### config.mk
export PLATFORM = sky130hd
export DESIGN_NAME = seq_restoring_div
export DESIGN_NICKNAME = d
export VERILOG_FILES = /design/src/rtl/seq_restoring_div.sv
export SDC_FILE = /design/constraint.sdc
export NUM_CORES = 1
export LEC_CHECK = 0
export ABC_AREA = 1
export BUFFER_PORTS_ARGS = -buffer_cell sky130_fd_sc_hd__buf_2
export CORE_AREA = 2 2 76 97
export CTS_CLUSTER_SIZE = 8
export DETAILED_ROUTE_END_ITERATION = 8
export DIE_AREA = 0 0 78 99
export GPL_ROUTABILITY_DRIVEN = 0
export SLEW_MARGIN = 10
export SYNTH_ARGS = -nofsm -noshare
export SYNTH_HDL_FRONTEND = slang
export SYNTH_SLANG_ARGS = --single-unit
### constraint.sdc
create_clock -name clk -period 2.35 [get_ports clk]
set_input_delay 0.3525 -clock clk [delete_from_list [all_inputs] [get_ports clk]]
set_output_delay 0.3525 -clock clk [all_outputs]
set_load 0.02 [all_outputs]
### src/rtl/seq_restoring_div.sv
// seq_restoring_div: iterative unsigned restoring divider, one quotient bit per clock.
// Operands enter and results leave on valid/ready channels; B == 0 short-circuits to DONE.
module seq_restoring_div #(
    parameter int unsigned WIDTH = 8
) (
    input  logic             clk,
    input  logic             rst_n,
    input  logic             in_valid,
    output logic             in_ready,
    input  logic [WIDTH-1:0] dividend,
    input  logic [WIDTH-1:0] divisor,
    output logic             out_valid,
    input  logic             out_ready,
    output logic [WIDTH-1:0] quotient,
    output logic [WIDTH-1:0] remainder,
    output logic             div_by_zero
);

    localparam int unsigned CW = (WIDTH > 1) ? $clog2(WIDTH) : 1;

    typedef enum logic [1:0] {
        IDLE,
        CALC,
        DONE
    } state_t;

    state_t           state;
    logic [WIDTH-1:0] a_reg;
    logic [WIDTH-1:0] b_reg;
    logic [WIDTH:0]   pr;
    logic [CW-1:0]    cnt;

    logic [WIDTH:0]   r;
    logic [WIDTH+1:0] d;
    logic             neg;

    // Single subtract/restore slice shared by every iteration.
    always_comb begin
        r   = {pr[WIDTH-1:0], a_reg[cnt]};
        d   = {1'b0, r} - {2'b00, b_reg};
        neg = d[WIDTH+1];
    end

    assign in_ready  = (state == IDLE);
    assign out_valid = (state == DONE);

    always_ff @(posedge clk or negedge rst_n) begin
        if (!rst_n) begin
            state       <= IDLE;
            a_reg       <= '0;
            b_reg       <= '0;
            pr          <= '0;
            cnt         <= '0;
            quotient    <= '0;
            remainder   <= '0;
            div_by_zero <= 1'b0;
        end else begin
            case (state)
                IDLE: begin
                    if (in_valid) begin
                        a_reg       <= dividend;
                        b_reg       <= divisor;
                        pr          <= '0;
                        cnt         <= CW'(WIDTH - 1);
                        div_by_zero <= 1'b0;
                        if (divisor == '0) begin
                            quotient    <= '1;
                            remainder   <= dividend;
                            div_by_zero <= 1'b1;
                            state       <= DONE;
                        end else begin
                            quotient <= '0;
                            state    <= CALC;
                        end
                    end
                end
                CALC: begin
                    quotient[cnt] <= ~neg;
                    pr            <= neg ? r : d[WIDTH:0];
                    if (cnt == '0) begin
                        remainder <= neg ? r[WIDTH-1:0] : d[WIDTH-1:0];
                        state     <= DONE;
                    end else begin
                        cnt <= cnt - 1'b1;
                    end
                end
                DONE: begin
                    if (out_ready) begin
                        state <= IDLE;
                    end
                end
                default: state <= IDLE;
            endcase
        end
    end

    // PR stays below B, so its top bit and the non-negative difference's top bit are always zero.
    pr_bounded: assert property (@(posedge clk) disable iff (!rst_n)
        (pr[WIDTH] == 1'b0) && (neg || (d[WIDTH] == 1'b0)));

endmodule

==> impl_metrics.toml <==
[timing]
slew_headroom_pct = 56.9
holdWs_ns = -0.00976
rsz0062_at_grt = "yes"
setup_ws_ns = 0.151
finClkSkew_ns = 0.0109
period_share_pct = 93.6
tns_ns = 0
setup_viol = 0
fin_crit_ns = 2.20
fmax_mhz = 455
max_slew.worst_pin.slew_ns = 0.646
final_max_slew_viol_count = 0
final-hold-violation-count = 8

[cts]
cts_max_level = 2
cts.sinks = 46
numCtsBuffers = 5
path_clk_slew_ns = 0.10
cts_hold_buf = 0
clockRootBuffer = "clkbuf_8"
clk_latency_ns = 0.31
cts_buffer_depth = 2
tritoncts = "done"

[cells_and_area]
final_cell_mix = "nand2_1, inv_1, dfrtp_1, nor2_1, buf_2"
fin_util_pct = 45.8
nFillCells = 732
nets = 434
antenna_cells = 0
layout-drive-gt1-share_pct = 19.3
final_common_cell = "nand2_1"
final_area_mm2 = 0.00312
synthToLayoutAreaGrowth_pct = 17.1

[worst_setup_path]
slowest_stage = "dfrtp_1"
worst-r2r-setup-slack_ns = 0.15
cp_common_cell = "nand2_1"
regToRegStartpoint = "cnt[0]"
critical_path.max_stage_delay_ns = 0.41
r2r_cells = 16
arrival_ns = 2.39
start_kind = "register"
path_class = "reg2reg"
crit_required_ns = 2.54
endpoint_kind = "register"
cpLargestDelayFamily = "adder cells"
critPathMaxFanout = 4
cp_cell_sequence = "buf_4, nand2_1, nand2_1, nand2_1, nand2_1, nand2_1, nand2_1, inv_1, ha_1, inv_1, fa_2, a21oi_2, xor2_1, nand2_2, nand3_2, o21ai_0"
timing.critical_path.buf_inv = 3
rr_endpoint = "pr[4]"

[logic_synthesis]
yosysTopAreaCell = "dfrtp_1"
synth_seq_cells = 46
syn-num-nets = 385
syn_avg_cell_area_um2 = 7.52
synth_top_cell_area_share_pct = 43.2
syn_area_mm2 = 0.00266
yosysWarnings = 0
ys_seq_area_share_pct = 43.2
syn_inst = 354
synth_cell_types = 30
synthTopCellsByArea = "dfrtp_1, nand2_1, inv_1"

[run]
maxCapViolCount = 0

[detailed_routing]
drt-pass1-iter-count = 4
vias = 2402
drtIter0Drc = 143
wire_per_inst_um = 13.0
drt_wl_total_um = 6410
ant_nets = 0
drcViolationCount = 0
vias_per_cell = 4.86

[die]
die_h_um = 99
core_mm2 = 0.00681
die-area_mm2 = 0.00772
chipWidth_um = 78
ioPinCount = 39
initial_core_util_pct = 39.1
rows = 34

[global_route]
grt_max_degree = 25
antenna_found_initial = 0
grt-busiest-layer = "met2"
grt_pass1_vias = 2313
overflow = 0
met2_usage_pct = 31.7
met1_usage_pct = 21.1
use_met3_pct = 2.84
grt_use_total_pct = 18.0
grt_pass1_wl_um = 10900

[place]
portBuffers = 38
dp_hpwl_um = 4950
place_area_mm2 = 0.00300
place_ws_ns = 0.0977

[hold_path]
min_path_type = "in2async"

[status]
status = "complete, but fails checks"
failed_checks = "hold timing"

[power_and_ir_drop]
power_density_mw_per_mm2 = 1600
p_leak_uw = 0.00164
vdd_drop_max_mv = 0.663
==> repair_timing <==
action	4_1_cts	5_1_grt
endpoints found under the setup margin	0	11
gates resized for setup	0	2
setup buffers	0	3
==> cell families after synthesis <==
family	count (synthesis)	synth area share, %
flip-flops	46	43.2
AO/OA/AOI/OAI	51	11.0
XOR/XNOR	3	0.987
adder cells (fa/ha/maj)	11	5.45
buffers and inverters	61	9.02
AND/OR/NAND/NOR	182	30.3
==> synthesized netlist by cell type, drive strengths merged <==
cell type and instances:
a21oi 16, xnor2 1, nand4 8, o211ai 8, nand3 24, o31ai 1
fa 1, buf 4, a31oi 1, ha 10, clkbuf 5, nand2 98
nor3 2, or2 2, nor2 46, o21ai 25, xor2 2, dfrtp 46
inv 52, nor4 2
==> worst reg2reg max path: stages (launching register included) <==
cell and delay [ns]:
dfrtp_1 0.41, buf_4 0.15, nand2_1 0.06, nand2_1 0.06, nand2_1 0.05, nand2_1 0.05
nand2_1 0.05, nand2_1 0.05, inv_1 0.06, ha_1 0.14, inv_1 0.06, fa_2 0.38
a21oi_2 0.17, xor2_1 0.18, nand2_2 0.07, nand3_2 0.06, o21ai_0 0.07
==> area by class of cell <==
cell class	instances	area, um2	share of cell area [%]
Tap cell	90	113	3.61
Multi-Input combinational cell	247	1280	41.0
Timing Repair Buffer	51	288	9.23
Sequential cell	46	1150	36.9
Clock inverter	3	23.8	0.762
Clock buffer	5	68.8	2.21
Inverter	52	195	6.26
==> how the worst max path moves through the flow <==
stage | from | to | cells after the start
detailed placement | cnt[0] | pr[4] | 16
finish | cnt[0] | pr[4] | 16
global placement | cnt[0] | pr[4] | 16
global route | cnt[0] | remainder[7] | 19
CTS | cnt[0] | pr[4] | 16
floorplan | cnt[0] | pr[4] | 17
==> power by group <==
part / total, uW / internal, uW / switching, uW
Clock: 507 / 213 / 294
Combinational: 3110 / 1130 / 1990
Sequential: 1370 / 1150 / 220
Total: 4990 / 2490 / 2500
==> stage by stage <==
stage	cells	power (uW)
after floorplan	354	3650
after global placement	483	4380
final	494	4990
after CTS	491	4960
after detailed placement	483	4430
after global routing	494	5530
==> per-layer routing <==
layer / vias to the layer above / share of wire (%)
met3: 18 / 2.5
met5: - / 0
met2: 39 / 52
li1: 1227 / -
met4: 0 / 4.3
met1: 1118 / 41
Power figures use the tool's default switching activity.
